File: src/rtl/pipe_ctrl_unit.sv
// pipe_ctrl_unit: control path of the 16-bit pipelined CPU.
// This unit decodes the ID instruction and carries its control bits through the
// ID/EX, EX/MEM and MEM/WB registers. It also handles RAW stalls, taken-branch
// flush, memory-wait freeze with timeout, sticky halt and a saturating stall counter.
// Optional macro PIPE_CTRL_FWD_EN adds EX operand forwarding selects. With it, the
// only remaining stall is the load-use case.
module pipe_ctrl_unit #(
   parameter int unsigned  REG_AW      = 4,
   parameter int unsigned  STALL_CNT_W = 16,
   parameter int unsigned  MEM_TIMEOUT = 15,
   localparam int unsigned INSTR_W     = 4 + 3 * REG_AW
) (
   input  logic                   clk,
   input  logic                   rst_n,
   input  logic                   id_valid,
   input  logic [INSTR_W-1:0]     id_instr,
   input  logic                   br_taken,
   input  logic                   mem_ready,
   output logic                   id_stall,
   output logic                   if_flush,
   output logic                   ex_valid,
   output logic                   ex_flag_wr,
   output logic                   ex_use_top,
   output logic [3:0]             ex_opc,
   output logic                   mem_en,
   output logic                   mem_wr,
   output logic                   wb_rf_wr,
   output logic [1:0]             wb_sel,
   output logic [REG_AW-1:0]      wb_rd,
`ifdef PIPE_CTRL_FWD_EN
   output logic [1:0]             fwd_a_sel,
   output logic [1:0]             fwd_b_sel,
`endif
   output logic                   halted,
   output logic                   mem_err,
   output logic [STALL_CNT_W-1:0] stall_cnt
);

   localparam int unsigned TO_W = $clog2(MEM_TIMEOUT + 1);

   // ID instruction fields
   logic [3:0]        id_opc;
   logic [REG_AW-1:0] id_rd, id_rs, id_rt;
   assign id_opc = id_instr[INSTR_W-1 -: 4];
   assign id_rd  = id_instr[3*REG_AW-1 -: REG_AW];
   assign id_rs  = id_instr[2*REG_AW-1 -: REG_AW];
   assign id_rt  = id_instr[REG_AW-1:0];

   // Decoded ID control
   logic       dec_rf_wr, dec_flag_wr, dec_use_top, dec_mem_en, dec_mem_wr;
   logic       dec_branch, dec_hlt, dec_use_rs, dec_use_rt, dec_use_rd;
   logic [1:0] dec_sel;

   // ID/EX register
   logic              ex_valid_q, ex_flag_wr_q, ex_use_top_q, ex_mem_en_q, ex_mem_wr_q;
   logic              ex_rf_wr_q, ex_hlt_q;
   logic [3:0]        ex_opc_q;
   logic [1:0]        ex_sel_q;
   logic [REG_AW-1:0] ex_rd_q;
`ifdef PIPE_CTRL_FWD_EN
   logic              ex_use_a_q, ex_use_b_q;
   logic [REG_AW-1:0] ex_a_q, ex_b_q;
`endif

   // EX/MEM register
   logic              mem_en_q, mem_wr_q, mem_rf_wr_q, mem_hlt_q;
   logic [1:0]        mem_sel_q;
   logic [REG_AW-1:0] mem_rd_q;

   // MEM/WB register
   logic              wb_rf_wr_q, wb_hlt_q;
   logic [1:0]        wb_sel_q;
   logic [REG_AW-1:0] wb_rd_q;

   // Status
   logic                   hlt_seen_q, halted_q, mem_err_q;
   logic [TO_W-1:0]        to_cnt_q;
   logic [STALL_CNT_W-1:0] stall_cnt_q;

   logic id_live, frozen, hazard, issue, ex_hit, mem_hit;

   // True when a writer of dst (register 0 excluded) feeds a source read in ID
   function automatic logic src_hit(input logic wr, input logic [REG_AW-1:0] dst,
                                    input logic u_rs, input logic [REG_AW-1:0] rs,
                                    input logic u_rt, input logic [REG_AW-1:0] rt,
                                    input logic u_rd, input logic [REG_AW-1:0] rd);
      return wr && (dst != '0) &&
             ((u_rs && dst == rs) || (u_rt && dst == rt) || (u_rd && dst == rd));
   endfunction

   // Opcode decode and source-register usage
   always_comb begin
      dec_rf_wr   = 1'b0;
      dec_sel     = 2'b00;
      dec_flag_wr = 1'b0;
      dec_use_top = 1'b0;
      dec_mem_en  = 1'b0;
      dec_mem_wr  = 1'b0;
      dec_branch  = 1'b0;
      dec_hlt     = 1'b0;
      case (id_opc)
         4'b0000, 4'b0001, 4'b0010, 4'b0100, 4'b0101, 4'b0110: begin
            dec_rf_wr   = 1'b1;
            dec_flag_wr = 1'b1;
         end
         4'b0011, 4'b0111: dec_rf_wr = 1'b1;
         4'b1000: begin
            dec_mem_en  = 1'b1;
            dec_rf_wr   = 1'b1;
            dec_sel     = 2'b01;
            dec_use_top = 1'b1;
         end
         4'b1001: begin
            dec_mem_en  = 1'b1;
            dec_mem_wr  = 1'b1;
            dec_use_top = 1'b1;
         end
         4'b1010, 4'b1011: begin
            dec_rf_wr   = 1'b1;
            dec_use_top = 1'b1;
         end
         4'b1100, 4'b1101: dec_branch = 1'b1;
         4'b1110: begin
            dec_rf_wr = 1'b1;
            dec_sel   = 2'b10;
         end
         default: dec_hlt = 1'b1;
      endcase
      dec_use_rs = !(id_opc inside {4'b1100, 4'b1010, 4'b1011, 4'b1110, 4'b1111});
      dec_use_rt = id_opc inside {4'b0000, 4'b0001, 4'b0010, 4'b0011, 4'b0111};
      dec_use_rd = (id_opc == 4'b1001);
   end

   // Freeze, hazard, issue and flush decisions
   always_comb begin
      id_live = id_valid && !hlt_seen_q;
      frozen  = mem_en_q && !mem_ready;
      ex_hit  = src_hit(ex_rf_wr_q, ex_rd_q, dec_use_rs, id_rs, dec_use_rt, id_rt,
                        dec_use_rd, id_rd);
      mem_hit = src_hit(mem_rf_wr_q, mem_rd_q, dec_use_rs, id_rs, dec_use_rt, id_rt,
                        dec_use_rd, id_rd);
`ifdef PIPE_CTRL_FWD_EN
      // Load data is not available to forward until the LW leaves EX
      hazard  = id_live && ex_hit && ex_mem_en_q && !ex_mem_wr_q;
`else
      hazard  = id_live && (ex_hit || mem_hit);
`endif
      issue    = id_live && !hazard && !frozen;
      // HLT is issued once; PC stays held from that cycle on
      id_stall = frozen || hazard || hlt_seen_q || (id_valid && dec_hlt);
      if_flush = issue && dec_branch && br_taken;
   end

   // ID/EX register: hold on freeze, bubble when nothing issues
   always_ff @(posedge clk or negedge rst_n) begin
      if (!rst_n) begin
         ex_valid_q   <= 1'b0;
         ex_opc_q     <= '0;
         ex_flag_wr_q <= 1'b0;
         ex_use_top_q <= 1'b0;
         ex_mem_en_q  <= 1'b0;
         ex_mem_wr_q  <= 1'b0;
         ex_rf_wr_q   <= 1'b0;
         ex_sel_q     <= '0;
         ex_rd_q      <= '0;
         ex_hlt_q     <= 1'b0;
`ifdef PIPE_CTRL_FWD_EN
         ex_use_a_q   <= 1'b0;
         ex_use_b_q   <= 1'b0;
         ex_a_q       <= '0;
         ex_b_q       <= '0;
`endif
      end else if (!frozen) begin
         ex_valid_q   <= issue;
         ex_opc_q     <= issue ? id_opc : 4'b0000;
         ex_flag_wr_q <= issue && dec_flag_wr;
         ex_use_top_q <= issue && dec_use_top;
         ex_mem_en_q  <= issue && dec_mem_en;
         ex_mem_wr_q  <= issue && dec_mem_wr;
         ex_rf_wr_q   <= issue && dec_rf_wr;
         ex_sel_q     <= issue ? dec_sel : 2'b00;
         ex_rd_q      <= issue ? id_rd : '0;
         ex_hlt_q     <= issue && dec_hlt;
`ifdef PIPE_CTRL_FWD_EN
         // Operand B carries the store data register for SW
         ex_use_a_q   <= issue && dec_use_rs;
         ex_use_b_q   <= issue && (dec_use_rt || dec_use_rd);
         ex_a_q       <= issue ? id_rs : '0;
         ex_b_q       <= issue ? (dec_use_rd ? id_rd : id_rt) : '0;
`endif
      end
   end

   // EX/MEM register
   always_ff @(posedge clk or negedge rst_n) begin
      if (!rst_n) begin
         mem_en_q    <= 1'b0;
         mem_wr_q    <= 1'b0;
         mem_rf_wr_q <= 1'b0;
         mem_sel_q   <= '0;
         mem_rd_q    <= '0;
         mem_hlt_q   <= 1'b0;
      end else if (!frozen) begin
         mem_en_q    <= ex_mem_en_q;
         mem_wr_q    <= ex_mem_wr_q;
         mem_rf_wr_q <= ex_rf_wr_q;
         mem_sel_q   <= ex_sel_q;
         mem_rd_q    <= ex_rd_q;
         mem_hlt_q   <= ex_hlt_q;
      end
   end

   // MEM/WB register
   always_ff @(posedge clk or negedge rst_n) begin
      if (!rst_n) begin
         wb_rf_wr_q <= 1'b0;
         wb_sel_q   <= '0;
         wb_rd_q    <= '0;
         wb_hlt_q   <= 1'b0;
      end else if (!frozen) begin
         wb_rf_wr_q <= mem_rf_wr_q;
         wb_sel_q   <= mem_sel_q;
         wb_rd_q    <= mem_rd_q;
         wb_hlt_q   <= mem_hlt_q;
      end
   end

   assign halted = halted_q || wb_hlt_q;

   // Sticky status, freeze timeout and saturating stall counter
   always_ff @(posedge clk or negedge rst_n) begin
      if (!rst_n) begin
         hlt_seen_q  <= 1'b0;
         halted_q    <= 1'b0;
         mem_err_q   <= 1'b0;
         to_cnt_q    <= '0;
         stall_cnt_q <= '0;
      end else begin
         if (issue && dec_hlt) hlt_seen_q <= 1'b1;
         if (wb_hlt_q) halted_q <= 1'b1;
         if (frozen) begin
            if (to_cnt_q == TO_W'(MEM_TIMEOUT - 1)) mem_err_q <= 1'b1;
            if (to_cnt_q != TO_W'(MEM_TIMEOUT)) to_cnt_q <= to_cnt_q + 1'b1;
         end else begin
            to_cnt_q <= '0;
         end
         if (id_stall && !halted && (stall_cnt_q != '1)) stall_cnt_q <= stall_cnt_q + 1'b1;
      end
   end

`ifdef PIPE_CTRL_FWD_EN
   // Operand forwarding: the younger producer in MEM wins over WB
   always_comb begin
      fwd_a_sel = 2'b00;
      fwd_b_sel = 2'b00;
      if (ex_use_a_q && ex_a_q != '0) begin
         if (mem_rf_wr_q && mem_rd_q == ex_a_q)     fwd_a_sel = 2'b01;
         else if (wb_rf_wr_q && wb_rd_q == ex_a_q)  fwd_a_sel = 2'b10;
      end
      if (ex_use_b_q && ex_b_q != '0) begin
         if (mem_rf_wr_q && mem_rd_q == ex_b_q)     fwd_b_sel = 2'b01;
         else if (wb_rf_wr_q && wb_rd_q == ex_b_q)  fwd_b_sel = 2'b10;
      end
   end
`endif

   assign ex_valid   = ex_valid_q;
   assign ex_flag_wr = ex_flag_wr_q;
   assign ex_use_top = ex_use_top_q;
   assign ex_opc     = ex_opc_q;
   assign mem_en     = mem_en_q;
   assign mem_wr     = mem_wr_q;
   assign wb_rf_wr   = wb_rf_wr_q;
   assign wb_sel     = wb_sel_q;
   assign wb_rd      = wb_rd_q;
   assign mem_err    = mem_err_q;
   assign stall_cnt  = stall_cnt_q;

endmodule

File: config.mk
export PLATFORM = sky130hd
export DESIGN_NAME = pipe_ctrl_unit
export DESIGN_NICKNAME = d
export VERILOG_FILES = /design/src/rtl/pipe_ctrl_unit.sv
export SDC_FILE = /design/constraint.sdc
export NUM_CORES = 1
export LEC_CHECK = 0
export ABC_AREA = 1
export CAP_MARGIN = 10
export CORE_MARGIN = 2
export CORE_UTILIZATION = 56
export CTS_BUF_LIST = sky130_fd_sc_hd__clkbuf_16
export CTS_CLUSTER_DIAMETER = 30
export CTS_CLUSTER_SIZE = 20
export DETAILED_ROUTE_END_ITERATION = 8
export PLACE_DENSITY_LB_ADDON = 0.08
export SYNTH_ARGS = -nofsm -noshare
export SYNTH_HDL_FRONTEND = slang
export SYNTH_SLANG_ARGS = --single-unit
File: constraint.sdc
create_clock -name clk -period 3.6 [get_ports clk]
set_clock_uncertainty 0.05 [all_clocks]
set_input_delay 0.72 -clock clk [delete_from_list [all_inputs] [get_ports clk]]
set_output_delay 0.72 -clock clk [all_outputs]
set_load 0.005 [all_outputs]
==> impl_metrics.ini, run 1 <==
[logic_synthesis]
ys_types = 26
synthesis.area_sq_um = 3040
yosysTopAreaCell = dfrtp_1
synth_ff_type = dfrtp_1
async_flop_share_pct = 100
ys_seq_area_share_pct = 47.7
syn_area_per_cell_sq_um = 7.26
yosys-top-cells-count = nand2_1, dfrtp_1, inv_1
synth-edff-count = 0
netlist_instances = 419
yosysTopAreaCellShare_pct = 47.7
synthTopCellsByArea = dfrtp_1, nand2_1, nand3_1
ys_ff_latch = 58
ys_warn_count = 0
synth.net_count = 443
synth.most_common_cell = nand2_1

[route]
vias = 2905
antenna_left = 0
drc = 0
drt_iter0_drc = 173
routed_wl_mm = 7.42
vias_per_cell = 5.20
routedWlPerCell_microns = 13.3
dr.pass1.iters = 4

[die]
rows = 26
die_area_sq_um = 6040
initial_core_util_pct = 58.8
die_h_microns = 77.7
die_w_microns = 77.7
ios = 57
core_area_sq_um = 5170

[finish]
drive_gt1_share_pct = 8.59
final_nets = 508
area_growth_syn_to_layout_pct = 31.7
post-route-util_pct = 77.4
nFillCells = 375
num_antenna_cells = 0

[worst_setup_path]
reg2reg_to = stall_cnt[9]$_DFFE_PN0P_
crit_required_ns = 2.83
r2r_slack_ns = 1.58
cp_data_arrival_time_ns = 2.64
crit_fanout = 5
regToRegStartpoint = mem_rd_q[1]$_DFFE_PN0N_
endpoint_kind = output port
reg2reg_depth = 14
cp-start-kind = input port
crit_type = in -> out

[clocking]
cts_hold_buf = 0
clk_path_buf_depth = 2
numCtsBuffers = 9
clock_latency_ns = 0.32
ctsResizeCount = 0
worst_setup_hold_path_clk_slew_ns = 0.05
cts_setup_buffers = 0
cts_root_buf = clkbuf_16
htreeDepth = 3
cts.sinks = 58
cts_tree = built

[timing]
maxSlewHeadroom_pct = 44.7
setup_viol = 0
finalCriticalPeriod_ns = 3.41
hold_viol_final = 0
period_share_pct = 94.7
fin_tns_setup_ns = 0
timing.final.ws_setup_ns = 0.191
whs_ns = 0.407
slew_violations = 0
grt_setup_unrepaired = no
fmax_mhz = 293
worst_pin_slew_ns = 0.829

[pwr]
p_per_area_nw_per_um2 = 529
p_leak_nw = 1.99
ir_worst_vdd_v = 0.000342

[placement]
dp_hpwl_mm = 5.16
place_ws_ns = 0.205
port_buffers = 56
routabilityCongestion = 0.912

[min_path]
holdPathStages = 2
hold_class = reg -> reg
hold_end = mem_en$_DFFE_PN0N_
min-delay-start = ex_mem_en_q$_DFFE_PN0N_

[flow_run]
maxCapViolCount = 0

[status]
status = completed

[global_route]
track_usage_pct = 27.1
grt_pass1_wl_mm = 13.0
grt-ovfl-total = 0
grt_pass1_vias = 2934
grt_antenna_before_repair = 0
grt_max_degree = 38
area by class of cell:
type / count / area (sq um) / share of cell area, %
sequential: 58 / 1450 / 36.2
multi-input combinational: 301 / 1350 / 33.7
tap: 70 / 87.6 / 2.19
timing repair buffer: 62 / 601 / 15.0
inverter: 52 / 195 / 4.87
clock buffer: 9 / 225 / 5.62
clock inverter: 7 / 93.8 / 2.34
report_power, final:
part | internal [mW] | total [mW] | switching, mW | leakage [nW]
Clock | 0.603 | 0.908 | 0.305 | 0.151
Combinational | 0.192 | 0.425 | 0.232 | 1.05
Sequential | 0.721 | 0.786 | 0.0648 | 0.781
worst max-delay path by stage:
| stage | endpoint | depth (start not counted) | from | slack, ns |
|---|---|---|---|---|
| finish | id_stall | 12 | id_instr[15] | 0.19 |
| global route | id_stall | 12 | id_instr[15] | 0.03 |
| CTS | id_stall | 12 | id_instr[15] | 0.19 |
| detailed placement | id_stall | 12 | id_instr[15] | 0.20 |
| global placement | if_flush | 10 | id_instr[14] | 0.25 |
| floorplan | if_flush | 10 | id_instr[15] | 1.20 |
sequential cells by signal, summed over array words and instances, names as in the netlist, 2 cells and up:
signal / cells
mem_rd_q: 4
to_cnt_q: 4
stall_cnt: 16
ex_sel_q: 2
ex_rd_q: 4
wb_rd: 4
wb_sel: 2
ex_opc: 4
mem_sel_q: 2
stage by stage:
stage / std cells / area [sq um] / total power [mW]
finish: 559 / 4010 / 2.12
detailed placement: 543 / 3690 / 1.22
floorplan: 419 / 3040 / 1.02
CTS: 559 / 4010 / 2.13
global placement: 543 / 3690 / 1.21
global route: 559 / 4010 / 2.22
cells in the final DEF, fill, tap and decap left out:
cell type        Yosys  routed
xor2_1               7       7
nor3_2               1       1
a41oi_1              2       2
clkbuf_16            0       9
o22ai_1              6       6
a31oi_1              1       1
nor2_1              29      28
nand2_2              1       1
clkinv_4             0       1
nand2_1            174     174
buf_2                1       1
ha_1                 3       3
buf_4                0       6
nand4_1              2       2
nor2_2               2       3
inv_2               12      12
nor3_1               7       7
clkdlybuf4s50_1      0      55
o21ai_1              3       3
o21bai_1             1       1
nand2_4              1       1
clkinvlp_4           0       2
xnor2_1              2       2
o21ai_0             22      22
dfrtp_1             58      58
nand3_1             33      33
bufinv_16            0       2
inv_1               40      40
a21oi_1              3       3
a31o_2               1       1
clkinv_2             0       2
worst max-delay path: stages:
cell and delay (ns):
clkdlybuf4s50_1 0.55, inv_2 0.07, nor2_2 0.11, nand2_1 0.11, nor2_1 0.13, nand2_1 0.07
nand3_1 0.08, nand2_1 0.06, nand2_1 0.08, nand2_1 0.08, nand2_4 0.07, clkdlybuf4s50_1 0.50
cells by family after synthesis:
| group | count (synthesis) | share of synthesized area, % |
|---|---|---|
| fa+ha+maj | 3 | 1.23 |
| simple gates | 250 | 33.4 |
| flops | 58 | 47.7 |
| compound gates | 39 | 7.16 |
| buf+inv | 60 | 7.94 |
| xor+xnor | 9 | 2.59 |
metal layers:
metal	part of all wire [%]	track usage, %	vias to the layer above
li1	-	-	1437
met1	43	32.7	1365
met2	50	45.5	93
met3	5.5	8.26	10
met4	1.2	10.2	0
met5	0	0	-
Power figures use the tool's default switching activity.
==> run 2, diff against run 1 <==
--- a/config.mk
+++ b/config.mk
@@ -11,9 +11,10 @@
 export CORE_UTILIZATION = 56
 export CTS_BUF_LIST = sky130_fd_sc_hd__clkbuf_16
 export CTS_CLUSTER_DIAMETER = 30
-export CTS_CLUSTER_SIZE = 20
+export CTS_CLUSTER_SIZE = 14
 export DETAILED_ROUTE_END_ITERATION = 8
 export PLACE_DENSITY_LB_ADDON = 0.08
+export RECOVER_POWER = 25
 export SYNTH_ARGS = -nofsm -noshare
 export SYNTH_HDL_FRONTEND = slang
 export SYNTH_SLANG_ARGS = --single-unit
==> run 2 against run 1 <==
Effect of this change: the run now ends with max-capacitance violations, max-slew violations left; sequential share of layout area about the same; count of clock-buffer cells in the layout unchanged; register-to-register slack about the same; non-clock buffer count unchanged; core utilization down 0.097 points; final area down 0.12%; critical path type unchanged; highest routed layer unchanged.
==> impl_metrics.ini, run 2 (same netlist as run 1, synthesis figures left out) <==
[min_path]
hold_class = reg -> reg
hold_end = mem_en$_DFFE_PN0N_
min-delay-start = ex_mem_en_q$_DFFE_PN0N_
holdPathStages = 2

[placement]
place_inst = 543
dp_hpwl_mm = 5.16
port_buffers = 56
routabilityCongestion = 0.912

[global_route]
grt_pass1_vias = 2934
grt_pass1_wl_mm = 13.0
grt_antenna_before_repair = 0
grt_max_degree = 38
grt-ovfl-total = 0
track_usage_pct = 27.1

[route]
drt_iter0_drc = 173
vias_per_cell = 5.20
vias = 2906
dr.pass1.iters = 4
drc = 0
routedWlPerCell_microns = 13.3
antenna_left = 0
routed_wl_mm = 7.43

[clocking]
cts_tree = built
cts_hold_buf = 0
cts_setup_buffers = 0
clock_latency_ns = 0.33
cts.sinks = 58
cts_root_buf = clkbuf_16
worst_setup_hold_path_clk_slew_ns = 0.05
numCtsBuffers = 9
clk_path_buf_depth = 2
ctsResizeCount = 0
htreeDepth = 3

[finish]
largest_reg_flops = 16
num_antenna_cells = 0
final_cells = 559
final_nets = 508
ff_latch_area_sq_um = 1450
mostFrequentLayoutCell = nand2_1
final_cell_mix = nand2_1, dfrtp_1, clkdlybuf4s50_1
nFillCells = 376
area_growth_syn_to_layout_pct = 31.5
multi_input_area_sq_um = 1350
drive_gt1_share_pct = 8.18

[pwr]
p_leak_nw = 1.98
p_per_area_nw_per_um2 = 530
ir_worst_vdd_v = 0.000343

[die]
ios = 57
die_area_sq_um = 6040
core_area_sq_um = 5170
initial_core_util_pct = 58.8
die_w_microns = 77.7
die_h_microns = 77.7
rows = 26

[worst_setup_path]
critPathSlowestCell = clkdlybuf4s50_1
cp-start-kind = input port
crit_fanout = 5
crit_required_ns = 2.83
cp_cell_sequence = clkdlybuf4s50_1, inv_2, nor2_2, nand2_1, nor2_1, nand2_1, nand3_1, nand2_1, nand2_1, nand2_1, nand2_4, clkdlybuf4s50_1
regToRegStartpoint = mem_rd_q[1]$_DFFE_PN0N_
cpPeakStageDelay_ns = 0.55
endpoint_kind = output port
crit_path_frequent_cell = nand2_1
crit_type = in -> out
reg2reg_to = stall_cnt[9]$_DFFE_PN0P_
r2r_slack_ns = 1.58
cp_data_arrival_time_ns = 2.64
reg2reg_depth = 14

[timing]
grt_setup_unrepaired = no
slew_violations = 38
period_share_pct = 94.7
hold_viol_final = 0
fmax_mhz = 293
worst_pin_slew_ns = 1.98
finalCriticalPeriod_ns = 3.41
maxSlewHeadroom_pct = -32.3
fin_tns_setup_ns = 0
setup_viol = 0

[flow_run]
maxCapViolCount = 1

[status]
status = complete, but fails checks
violations = max-capacitance violations, max-slew violations
==> run 2: layout make-up <==
class / instances / share of cell area (%)
Timing Repair Buffer: 62 / 14.9
Clock inverter: 7 / 2.35
Inverter: 52 / 4.88
Tap cell: 70 / 2.19
Clock buffer: 9 / 5.63
Sequential cell: 58 / 36.3
Multi-Input combinational cell: 301 / 33.8
==> run 2: worst max path at each step <==
stage,end,startpoint,slack (ns),depth (start not counted)
3_5_place_dp,id_stall,id_instr[15],0.20,12
3_3_place_gp,if_flush,id_instr[14],0.25,10
6_report,id_stall,id_instr[15],0.19,12
2_1_floorplan,if_flush,id_instr[15],1.20,10
4_1_cts,id_stall,id_instr[15],0.19,12
5_1_grt,id_stall,id_instr[15],0.03,12
==> run 2: worst max-delay path: cells and delay by family <==
family | cells | cell delay, ns
simple gates | 9 | 0.79
buf+inv | 3 | 1.12
==> run 2: power by group <==
part | total (mW) | internal [mW] | switching, mW
sequential | 0.786 | 0.721 | 0.0648
clock | 0.909 | 0.603 | 0.306
combinational | 0.424 | 0.192 | 0.232
==> run 2: layer usage <==
| layer | global-route usage, % | wire length (microns) | vias up |
|---|---|---|---|
| met4 | 10.2 | 92 | 0 |
| met1 | 32.7 | 3180 | 1362 |
| li1 | - | - | 1438 |
| met2 | 45.5 | 3740 | 96 |
| met5 | 0 | 0 | - |
| met3 | 8.26 | 415 | 10 |
==> run 2: through the flow <==
stage	utilization, %	power [mW]	hold WS, ns	setup WS [ns]	cell area, sq um
floorplan	-	1.02	0.370	1.20	3040
global placement	71.3	1.21	0.394	0.250	3690
detailed placement	71.3	1.22	0.394	0.205	3690
CTS	77.4	2.13	0.409	0.192	4010
global route	77.3	2.22	0.436	0.0281	4000
finish	77.3	2.12	0.407	0.191	4000
